==> src/rtl/amp_config_sequencer.sv <==
// Walks the amplifier register table and writes each entry over the shared I2C master,
// retrying NACKed entries. Define AMP_CFG_READBACK_EN to verify every write with a readback.
module amp_config_sequencer #(
  parameter int unsigned NUM_REGS   = 8,
  parameter int unsigned IDX_W      = 3,
  parameter logic [6:0]  DEV_ADDR   = 7'h2C,
  parameter int unsigned MAX_RETRY  = 3,
  parameter int unsigned GAP_CYCLES = 100
) (
  input  logic             clk,
  input  logic             nreset,
  input  logic             send_config,
  input  logic             abort,
  output logic [IDX_W-1:0] tbl_idx,
  input  logic [7:0]       tbl_reg,
  input  logic [7:0]       tbl_val,
  output logic             i2c_req,
  output logic [6:0]       i2c_dev,
  output logic [7:0]       i2c_reg,
  output logic [7:0]       i2c_wdata,
  input  logic             i2c_done,
  input  logic             i2c_nack,
`ifdef AMP_CFG_READBACK_EN
  output logic             i2c_rnw,
  input  logic [7:0]       i2c_rdata,
`endif
  output logic             busy,
  output logic             config_done,
  output logic             config_error,
  output logic [IDX_W-1:0] err_idx
);

  localparam int unsigned RetryW = (MAX_RETRY > 0) ? $clog2(MAX_RETRY + 1) : 1;
  localparam int unsigned GapW   = (GAP_CYCLES > 1) ? $clog2(GAP_CYCLES + 1) : 1;

  localparam logic [IDX_W-1:0]  LastIdx  = IDX_W'(NUM_REGS - 1);
  localparam logic [RetryW-1:0] MaxRetry = RetryW'(MAX_RETRY);
  localparam logic [GapW-1:0]   GapLast  = GapW'(GAP_CYCLES - 1);

  typedef enum logic [2:0] {
    StIdle, StLoad, StReq, StWait, StGap, StDone, StError
  } state_e;

  state_e            state_q, state_d;
  logic [IDX_W-1:0]  idx_q, idx_d;
  logic [IDX_W-1:0]  err_idx_q, err_idx_d;
  logic [RetryW-1:0] retry_q, retry_d;
  logic [GapW-1:0]   gap_q, gap_d;
  logic              pending_q, pending_d;
  logic              busy_q, busy_d;
  logic              done_q, done_d;
  logic              error_q, error_d;
  logic              req_q, req_d;
  logic              rd_phase_q, rd_phase_d;
  logic [6:0]        dev_q, dev_d;
  logic [7:0]        reg_q, reg_d;
  logic [7:0]        wdata_q, wdata_d;
  logic              xfer_ok;

`ifdef AMP_CFG_READBACK_EN
  localparam bit ReadbackEn = 1'b1;
  // A readback counts as good only if it ACKs and returns what was written.
  assign xfer_ok = !i2c_nack && (!rd_phase_q || (i2c_rdata == wdata_q));
  assign i2c_rnw = rd_phase_q;
`else
  localparam bit ReadbackEn = 1'b0;
  assign xfer_ok = !i2c_nack;
`endif

  always_comb begin
    state_d    = state_q;
    idx_d      = idx_q;
    err_idx_d  = err_idx_q;
    retry_d    = retry_q;
    gap_d      = gap_q;
    busy_d     = busy_q;
    done_d     = done_q;
    error_d    = error_q;
    req_d      = req_q;
    rd_phase_d = rd_phase_q;
    dev_d      = dev_q;
    reg_d      = reg_q;
    wdata_d    = wdata_q;
    pending_d  = pending_q | (send_config & (state_q != StIdle));

    unique case (state_q)
      StIdle: begin
        if (send_config && !abort) begin
          state_d    = StLoad;
          idx_d      = '0;
          retry_d    = '0;
          rd_phase_d = 1'b0;
          done_d     = 1'b0;
          error_d    = 1'b0;
          err_idx_d  = '0;
          busy_d     = 1'b1;
          pending_d  = 1'b0;
        end
      end
      StLoad: begin
        reg_d   = tbl_reg;
        wdata_d = tbl_val;
        dev_d   = DEV_ADDR;
        state_d = StReq;
      end
      StReq: begin
        req_d   = 1'b1;
        state_d = StWait;
      end
      StWait: begin
        // Only WAIT holds i2c_req, so done pulses anywhere else are ignored.
        if (i2c_done) begin
          req_d = 1'b0;
          if (abort) begin
            state_d    = StIdle;
            busy_d     = 1'b0;
            pending_d  = 1'b0;
            retry_d    = '0;
            rd_phase_d = 1'b0;
          end else if (xfer_ok) begin
            if (ReadbackEn && !rd_phase_q) begin
              rd_phase_d = 1'b1;
              state_d    = StGap;
            end else begin
              rd_phase_d = 1'b0;
              retry_d    = '0;
              if (idx_q == LastIdx) begin
                state_d = StDone;
              end else begin
                idx_d   = idx_q + 1'b1;
                state_d = StGap;
              end
            end
          end else begin
            rd_phase_d = 1'b0;
            if (retry_q < MaxRetry) begin
              retry_d = retry_q + 1'b1;
              state_d = StGap;
            end else begin
              state_d = StError;
            end
          end
        end
      end
      StGap: begin
        if (abort) begin
          state_d    = StIdle;
          busy_d     = 1'b0;
          pending_d  = 1'b0;
          gap_d      = '0;
          retry_d    = '0;
          rd_phase_d = 1'b0;
        end else if (gap_q == GapLast) begin
          gap_d   = '0;
          state_d = StLoad;
        end else begin
          gap_d = gap_q + 1'b1;
        end
      end
      StDone, StError: begin
        if (state_q == StDone) begin
          done_d  = 1'b1;
          error_d = 1'b0;
        end else begin
          error_d   = 1'b1;
          done_d    = 1'b0;
          err_idx_d = idx_q;
        end
        // A start request seen while busy replays the whole table.
        pending_d = 1'b0;
        if (pending_q || send_config) begin
          state_d = StLoad;
          idx_d   = '0;
          retry_d = '0;
        end else begin
          state_d = StIdle;
          busy_d  = 1'b0;
        end
      end
      default: state_d = StIdle;
    endcase
  end

  always_ff @(posedge clk or negedge nreset) begin
    if (!nreset) begin
      state_q    <= StIdle;
      idx_q      <= '0;
      err_idx_q  <= '0;
      retry_q    <= '0;
      gap_q      <= '0;
      pending_q  <= 1'b0;
      busy_q     <= 1'b0;
      done_q     <= 1'b0;
      error_q    <= 1'b0;
      req_q      <= 1'b0;
      rd_phase_q <= 1'b0;
      dev_q      <= '0;
      reg_q      <= '0;
      wdata_q    <= '0;
    end else begin
      state_q    <= state_d;
      idx_q      <= idx_d;
      err_idx_q  <= err_idx_d;
      retry_q    <= retry_d;
      gap_q      <= gap_d;
      pending_q  <= pending_d;
      busy_q     <= busy_d;
      done_q     <= done_d;
      error_q    <= error_d;
      req_q      <= req_d;
      rd_phase_q <= rd_phase_d;
      dev_q      <= dev_d;
      reg_q      <= reg_d;
      wdata_q    <= wdata_d;
    end
  end

  assign tbl_idx      = idx_q;
  assign i2c_req      = req_q;
  assign i2c_dev      = dev_q;
  assign i2c_reg      = reg_q;
  assign i2c_wdata    = wdata_q;
  assign busy         = busy_q;
  assign config_done  = done_q;
  assign config_error = error_q;
  assign err_idx      = err_idx_q;

endmodule

==> config.mk <==
export PLATFORM = sky130hd
export DESIGN_NAME = amp_config_sequencer
export DESIGN_NICKNAME = d
export VERILOG_FILES = /design/src/rtl/amp_config_sequencer.sv
export SDC_FILE = /design/constraint.sdc
export NUM_CORES = 1
export LEC_CHECK = 0
export ABC_AREA = 1
export BUFFER_PORTS_ARGS = -buffer_cell sky130_fd_sc_hd__buf_2
export CORE_UTILIZATION = 50
export CTS_CLUSTER_DIAMETER = 50
export DETAILED_ROUTE_END_ITERATION = 10
export GPL_TIMING_DRIVEN = 0
export PLACE_DENSITY = 0.84
export SYNTH_ARGS = -nofsm -noshare
export SYNTH_HDL_FRONTEND = slang
export SYNTH_SLANG_ARGS = --single-unit
==> constraint.sdc <==
create_clock -name clk -period 1.4 [get_ports clk]
set_input_delay 0.42 -clock clk [delete_from_list [all_inputs] [get_ports clk]]
set_output_delay 0.42 -clock clk [all_outputs]
set_load 0.02 [all_outputs]
=== After elaboration in Yosys (flattened, before gate mapping) ===
Cells that the tools add are included.
W data, S select, Z words.

* Bits in registers: 40
* Output and inout bits: 33

* Reduce and logical (&&, ||, !) cells: 17
* Eq/ne operators: 19
* $lt $le $gt $ge: 1
* Bitwise logic cells: 2
* Muxes and demuxes: 45
* Add/subtract/negate cells: 3

{| class="wikitable"
|+ Operator list
! kind !! count
|-
| $mux W3 || 13
|-
| $ne A2 B2 Y1 const B || 9
|-
| $pmux W3 S6 || 1
|-
| $mux W2 || 8
|-
| $mux W7 || 2
|-
| $mux W1 || 13
|-
| $eq A3 B3 Y1 const B || 4
|-
| $pmux W3 S3 || 1
|-
| $pmux W1 S4 || 2
|-
| $pmux W2 S4 || 1
|-
| $add A7 B1 Y7 const B || 1
|-
| $eq A7 B7 Y1 const B || 1
|-
| $reduce_and A7 Y1 || 1
|-
| $eq A3 B2 Y1 const B || 2
|-
| $pmux W1 S2 || 3
|-
| $pmux W3 S2 || 1
|-
| $reduce_and A3 Y1 || 2
|-
| $reduce_and A6 Y1 || 1
|-
| $reduce_bool A3 Y1 || 2
|-
| $ne A4 B4 Y1 const B || 1
|-
| $reduce_and A2 Y1 || 2
|-
| $reduce_and A4 Y1 || 1
|-
| $reduce_bool A2 Y1 || 2
|-
| $reduce_bool A4 Y1 || 1
|-
| other kinds (12) || 12
|}

=== Logic depth before layout (Yosys ltp) ===
Gate-level depths: netlist of the first run.

* Depth after elaboration: 6
* Mapped depth: 10
* Depth with buffers taken out: 9

=== Worst setup path after synthesis of the first run ===
No wires, ideal clock.

* Path type: reg2reg
* From: register idx_q[0] (netlist: tbl_idx[0])
* To: register idx_q[0] (netlist: tbl_idx[0])
* Arrival: 1.305 ns
* Setup time: 0.118 ns
* Stages on the path, launching flop included: 8
* Setup slack: -0.023 ns
* Buffers on the path: 0
* Cells stage by stage: dfrtp_1 -> ha_1 -> ha_1 -> nand3b_1 -> nand2_1 -> nand2_1 -> nand2_1 -> nand2_1

* Word-level cells in the longest chain between the ends: 6

{| class="wikitable"
|+ Ends and longest elaborated chain
! what !! line !! RTL
|-
| from (decl) || 45 || <nowiki>logic [IDX_W-1:0] idx_q, idx_d;</nowiki>
|-
| from (signal assigned) || 202 || <nowiki>idx_q <= idx_d;</nowiki>
|-
| $add A3 B1 Y3 || 130 || <nowiki>idx_d = idx_q + 1'b1;</nowiki>
|-
| $mux W3 || 127 || <nowiki>if (idx_q == LastIdx) begin</nowiki>
|-
| $mux W3 || 120 || <nowiki>end else if (xfer_ok) begin</nowiki>
|-
| $mux W3 || 114 || <nowiki>if (abort) begin</nowiki>
|-
| $mux W3 || 112 || <nowiki>if (i2c_done) begin</nowiki>
|-
| $pmux W3 S3 || 86 || <nowiki>unique case (state_q)</nowiki>
|}

Several ways; a longest one is shown, not always the timed one. The select of a mux whose other input is x is not followed.
A chain may end at the register's enable or synchronous reset.

=== Final worst setup path of the first run ===
* From: register state_q[1]
* To: register idx_q[0] (netlist: tbl_idx[0])

* Word-level cells in the longest chain between the ends: 4

{| class="wikitable"
|+ Ends and longest elaborated chain
! what !! line !! RTL
|-
| from (decl) || 44 || <nowiki>state_e state_q, state_d;</nowiki>
|-
| from (signal assigned) || 186 || <nowiki>state_q <= StIdle;</nowiki>
|-
| from (signal assigned) || 201 || <nowiki>state_q <= state_d;</nowiki>
|-
| $eq A3 B3 Y1 || 86 ||
|-
| $reduce_or A2 Y1 || 86 ||
|-
| $ne A2 B2 Y1 (no line) / $reduce_bool A3 Y1 (equally long branches) || n/a ||
|-
| $reduce_and A7 Y1 (no line) || n/a ||
|}

Several ways; a longest one is shown, not always the timed one.

==> results of run 1 <==
critical path, stage by stage, from the launching register on:
cell and delay (ns):
dfrtp_1 0.39, buf_6 0.16, nand2_2 0.09, nor2_4 0.05, nand2_2 0.11, nand2_4 0.09, a21oi_4 0.18, nand2_2 0.09
nand2_1 0.06, nand2_1 0.05
area by class of cell:
| class | count | area, um^2 |
|---|---|---|
| buffer | 9 | 80.1 |
| tap | 48 | 60.1 |
| sequential | 40 | 1000 |
| clock inverter | 1 | 5.00 |
| fill | 296 | 1200 |
| clock buffer | 6 | 72.6 |
| multi-input combinational | 175 | 907 |
| timing repair buffer | 56 | 308 |
| inverter | 19 | 76.3 |
power groups by stage:
stage | Combinational, mW | Clock [mW] | Sequential (mW)
CTS | 2.49 | 0.732 | 1.88
global route | 2.87 | 0.787 | 1.96
finish | 2.59 | 0.710 | 1.91
global placement | 2.26 | 0 | 1.88
detailed placement | 2.34 | 0 | 1.90
floorplan | 1.32 | 0 | 2.23
worst max-delay path by stage:
stage	start	to	slack, ns	cells after the start
global route	state_q[1]	retry_q[0]	-0.07	10
global placement	abort	tbl_idx[1]	-0.10	9
finish	state_q[1]	tbl_idx[0]	0.02	9
CTS	state_q[1]	err_idx[0]	0.005	9
detailed placement	abort	tbl_idx[1]	-0.14	9
floorplan	tbl_idx[1]	tbl_idx[2]	0.008	7
synth_stat cells:
library cell | n | area [um^2]
inv_1 | 15 | 56.3
dfrtp_1 | 40 | 1000
xnor2_1 | 1 | 8.76
xor2_1 | 2 | 17.5
conb_1 | 1 | 3.75
o21ai_1 | 5 | 25.0
nand3b_1 | 3 | 22.5
nand2_2 | 4 | 25.0
ha_1 | 4 | 50.1
o22ai_1 | 3 | 18.8
nor3b_1 | 1 | 7.51
nor3_4 | 1 | 16.3
a21oi_1 | 4 | 20.0
buf_2 | 3 | 15.0
nor2_2 | 5 | 31.3
nand3_2 | 2 | 20.0
nand2_1 | 94 | 353
nor3_1 | 1 | 5.00
buf_4 | 7 | 52.6
or2_2 | 1 | 6.26
nor2_1 | 13 | 48.8
inv_2 | 4 | 15.0
nand3_1 | 16 | 80.1
a21oi_2 | 1 | 8.76
o21ai_0 | 10 | 50.1
layer usage:
metal	share of wire (%)	up-vias	GRT usage [%]
met5	0	-	0
met4	1.6	0	8.33
met3	5.6	7	4.75
met2	49	67	37.2
met1	43	824	24.8
li1	-	888	-
per-stage QoR:
step	instance area [um^2]	total power [mW]	setup slack, ns	utilization (%)
3_5_place_dp	2280	4.24	-0.140	61.4
5_1_grt	2510	5.61	-0.0696	67.6
6_report	2510	5.21	0.0211	67.6
4_1_cts	2430	5.10	0.00528	65.4
3_3_place_gp	2280	4.14	-0.100	61.4
2_1_floorplan	1970	3.55	0.00758	-
timing repair:
item / CTS / global route
resized for setup: 14 / 17
pin swaps: 2 / 6
endpoints found under the setup margin: 17 / 33
setup buffers: 3 / 3
cell families after synthesis:
| kind of cell | share of synthesized area, % |
|---|---|
| AO/OA/AOI/OAI | 6.26 |
| XOR/XNOR | 1.34 |
| other | 0.192 |
| AND/OR/NAND/NOR | 31.4 |
| flip-flops | 51.1 |
| adder cells (fa/ha/maj) | 2.56 |
| buffers and inverters | 7.09 |
==> flow_metrics.env, run 1 <==
export IMPL_timing_rr_end="tbl_idx[0]"
export IMPL_regToRegSetupSlack_ns=0.02
export IMPL_clockBufferDepth=2
export IMPL_grt_total_usage_pct=21.1
export IMPL_r2r_start="state_q[1]"
export IMPL_ys_warn_count=0
export IMPL_hold_buffers=0
export IMPL_vias_per_cell=5.05
export IMPL_crit_type="reg2reg"
export IMPL_vdd_ir_drop_worst_mv=0.860
export IMPL_finalCriticalPeriod_ns=1.38
export IMPL_grt_max_degree=41
export IMPL_endpoint_kind="flop"
export IMPL_area_growth_pct=28.3
export IMPL_worst_slew_pin_slew_ns=0.845
export IMPL_cts_tree="yes"
export IMPL_p_seq_share_pct=36.6
export IMPL_root_buffer="clkbuf_8"
export IMPL_insertion_delay_ns=0.29
export IMPL_antenna_found_initial=0
export IMPL_diodes=0
export IMPL_maxCapViolations=0
export IMPL_final_common_cell="nand2_1"
export IMPL_cts_sinks=40
export IMPL_overflow=0
export IMPL_drive_above_1_share_pct=33.0
export IMPL_die_w_um=64.6
export IMPL_vias=1786
export IMPL_rsz0062_at_grt="yes"
export IMPL_drt_wirelength_per_cell_um=11.6
export IMPL_worstPathArrival_ns=1.56
export IMPL_p_comb_share_pct=49.8
export IMPL_setup_tns_ns=0
export IMPL_h_tree_depth=2
export IMPL_cp_required_ns=1.58
export IMPL_p_clk_share_pct=13.6
export IMPL_clk_pin_slew_worst_paths_ns=0.07
export IMPL_cp_max_fo=7
export IMPL_p_per_area_nw_per_um2=2070
export IMPL_netSwitchingPower_mw=2.37
export IMPL_grt_pass1_wl_mm=6.74
export IMPL_internal_power_mw=2.84
export IMPL_numPortBuffers=50
export IMPL_gp_congestion=0.878
export IMPL_worstSetupStartpointType="flop"
export IMPL_synth_cell_area_um2=1960
export IMPL_wl_mm=4.12
export IMPL_die_y_um=64.6
export IMPL_layout_common_cells="nand2_1, buf_2, dfrtp_1"
export IMPL_p_leak_nw=1.36
export IMPL_hold_viol=0
export IMPL_relSlewSlack_pct=43.6
export IMPL_finalSetupViolCount=0
export IMPL_slew_viol_final=0
export IMPL_skew_ns=0.00351
export IMPL_fmax_ghz=0.725
export IMPL_start_util_pct=52.7
export IMPL_synth_seq_cells=40
export IMPL_numCtsBuffers=5
export IMPL_ioPinCount=55
export IMPL_dr_pass1_iters=4
export IMPL_ys_types=25
export IMPL_drc=0
export IMPL_swShare_pct=45.4
export IMPL_outcome="complete, no violations"
export IMPL_ant_nets=0
export IMPL_ff2ff_path_depth=9
export IMPL_dieArea_um2=4170
export IMPL_dp_cells=342
export IMPL_nNetsFinal=332
export IMPL_synth_cells=241
export IMPL_drt_iter0_drc=67
export IMPL_whs_ns=0.236
export IMPL_std_cell_rows=22
export IMPL_dp_hpwl_mm=2.95
export IMPL_fin_cells=354
export IMPL_avgSynthCellArea_um2=8.13
export IMPL_ys_seq_area_share_pct=51.1
export IMPL_grt_pass1_vias=1590
export IMPL_period_share_pct=98.5
export IMPL_hold_class="in2async"
export IMPL_core_um2=3720
Note: power is estimated with default switching activity, not from simulation.
==> run 2, diff against run 1 <==
--- a/config.mk
+++ b/config.mk
@@ -8,6 +8,7 @@
 export ABC_AREA = 1
 export BUFFER_PORTS_ARGS = -buffer_cell sky130_fd_sc_hd__buf_2
 export CORE_UTILIZATION = 50
+export CTS_BUF_LIST = sky130_fd_sc_hd__clkbuf_4
 export CTS_CLUSTER_DIAMETER = 50
 export DETAILED_ROUTE_END_ITERATION = 10
 export GPL_TIMING_DRIVEN = 0
==> run 2 against run 1 <==
Against the previous run: the run now ends with setup timing left; non-clock buffer count up 5; global-route usage is 0.076 points lower; setup slack worse by 0.055 ns; register-to-register slack about the same; sequential share of layout area is 1.8 points lower; critical path type is now reg2out; largest power group unchanged.
==> flow_metrics.env, run 2 (synthesis gave the netlist of run 1 again) <==
export IMPL_dp_cells=342
export IMPL_area_growth_pct=34.8
export IMPL_p_comb_share_pct=53.6
export IMPL_hold_class="in2async"
export IMPL_dp_hpwl_mm=2.95
export IMPL_numPortBuffers=50
export IMPL_rsz0062_at_grt="yes"
export IMPL_p_per_area_nw_per_um2=2020
export IMPL_core_um2=3720
export IMPL_crit_type="reg2out"
export IMPL_final_common_cell="nand2_1"
export IMPL_p_clk_share_pct=10.5
export IMPL_internal_power_mw=2.83
export IMPL_grt_pass1_wl_mm=6.76
export IMPL_relSlewSlack_pct=43.3
export IMPL_multiInputGateArea_um2=1010
export IMPL_gp_congestion=0.878
export IMPL_numCtsBuffers=5
export IMPL_nNetsFinal=337
export IMPL_p_leak_nw=1.39
export IMPL_cts_tree="yes"
export IMPL_clk_pin_slew_worst_paths_ns=0.11
export IMPL_overflow=0
export IMPL_crit_slowest_cell="dfrtp_1"
export IMPL_swShare_pct=46.8
export IMPL_h_tree_depth=2
export IMPL_drt_iter0_drc=65
export IMPL_slew_viol_final=0
export IMPL_maxCapViolations=0
export IMPL_period_share_pct=102
export IMPL_netSwitchingPower_mw=2.49
export IMPL_fmax_ghz=0.697
export IMPL_vias_per_cell=5.07
export IMPL_grt_max_degree=41
export IMPL_outcome="finished, violations left"
export IMPL_failed_checks="setup timing"
export IMPL_start_util_pct=52.7
export IMPL_crit_chain="buf_4 > buf_6"
export IMPL_nFillCells=272
export IMPL_layout_common_cells="nand2_1, buf_2, dfrtp_1"
export IMPL_finalCriticalPeriod_ns=1.43
export IMPL_antenna_found_initial=0
export IMPL_utilization_pct=71.0
export IMPL_fin_cells=359
export IMPL_root_buffer="clkbuf_4"
export IMPL_finalSetupViolCount=2
export IMPL_diodes=0
export IMPL_p_seq_share_pct=35.9
export IMPL_std_cell_rows=22
export IMPL_worst_slew_pin_slew_ns=0.851
export IMPL_die_y_um=64.6
export IMPL_vdd_ir_drop_worst_mv=0.906
export IMPL_grt_total_usage_pct=21.1
export IMPL_insertion_delay_ns=0.34
export IMPL_grt_pass1_vias=1596
export IMPL_endpoint_kind="output pin"
export IMPL_worstPathArrival_ns=1.01
export IMPL_drive_above_1_share_pct=38.9
export IMPL_cts_sinks=40
export IMPL_worstSetupStartpointType="flop"
export IMPL_drc=0
export IMPL_slowest_delay_ns=0.42
export IMPL_fin_ws_ns=-0.0341
export IMPL_fin_area_um2=2640
export IMPL_dr_pass1_iters=4
export IMPL_hold_viol=0
export IMPL_placed_cell_area_um2=2280
export IMPL_cp_required_ns=0.98
export IMPL_skew_ns=0.00875
export IMPL_vias=1820
export IMPL_cp_top_family="flip-flops"
export IMPL_crit_buf_inv=2
export IMPL_cp_max_fo=4
export IMPL_dieArea_um2=4170
export IMPL_ioPinCount=55
export IMPL_wl_mm=4.35
export IMPL_die_w_um=64.6
export IMPL_seq_area_um2=1010
export IMPL_ant_nets=0
export IMPL_drt_wirelength_per_cell_um=12.1
export IMPL_whs_ns=0.172
export IMPL_clockBufferDepth=2
run 2: cell count changes in the layout (fill, tap and decap cells not counted), sizes merged:
cell	previous run	this run
buf	65	70
run 2: cell type report:
cell class	count	share of cell area, %
Clock buffer	6	1.71
Timing Repair Buffer	60	13.5
Tap cell	48	2.27
Multi-Input combinational cell	175	38.4
Sequential cell	40	38.1
Buffer	10	2.94
Clock inverter	1	0.190
Inverter	19	2.89
run 2: final timing paths:
| path | startpoint | endpoint | slack [ns] | cells after the start |
|---|---|---|---|---|
| min | nreset | i2c_reg[3] | 0.17 | 1 |
| max | i2c_dev[2] | i2c_dev[3] | -0.03 | 2 |
| max in group asynchronous | nreset | state_q[0] | 0.64 | 1 |
| max reg2reg | tbl_idx[1] | tbl_idx[1] | 0.01 | 7 |
| min in group clk | tbl_val[7] | i2c_wdata[7] | 0.27 | 3 |
| min reg2reg | i2c_wdata[0] | i2c_wdata[0] | 0.48 | 2 |
run 2: metrics by stage:
stage | total power, mW | TNS, ns | setup WS, ns
after CTS | 4.94 | -0.102 | -0.0513
after detailed placement | 4.24 | -1.38 | -0.140
after global routing | 5.74 | -0.728 | -0.0920
final | 5.33 | -0.0673 | -0.0341
after floorplan | 3.55 | 0 | 0.00758
after global placement | 4.14 | -1.17 | -0.100
run 2: per-layer routing:
| layer | up-vias | GRT usage (%) | part of all wire, % |
|---|---|---|---|
| met5 | - | 0 | 0 |
| met4 | 0 | 8.33 | 1.7 |
| met3 | 10 | 4.23 | 5.4 |
| met2 | 62 | 37.4 | 51 |
| met1 | 846 | 24.8 | 42 |
| li1 | 902 | - | - |
run 2: power by group through the flow:
stage / clock network [mW] / logic [mW] / registers, mW
after floorplan: 0 / 1.32 / 2.23
after detailed placement: 0 / 2.34 / 1.90
after global placement: 0 / 2.26 / 1.88
after CTS: 0.578 / 2.49 / 1.88
after global routing: 0.635 / 3.14 / 1.96
final: 0.562 / 2.85 / 1.91
run 2: worst reg2reg max path: cells and delay by family (launching register included):
kind          cells  cell delay (ns)
fa+ha+maj         2             0.33
flops             1             0.46
simple gates      5             0.49
run 2: timing repair:
action                                 in CTS  in global routing
hold buffers                                0                  0
pin swaps                                   2                 14
setup endpoints to repair                  18                 36
gates resized for setup                    15                 47
endpoints found under the hold margin       0                  0
setup buffers                               3                  7
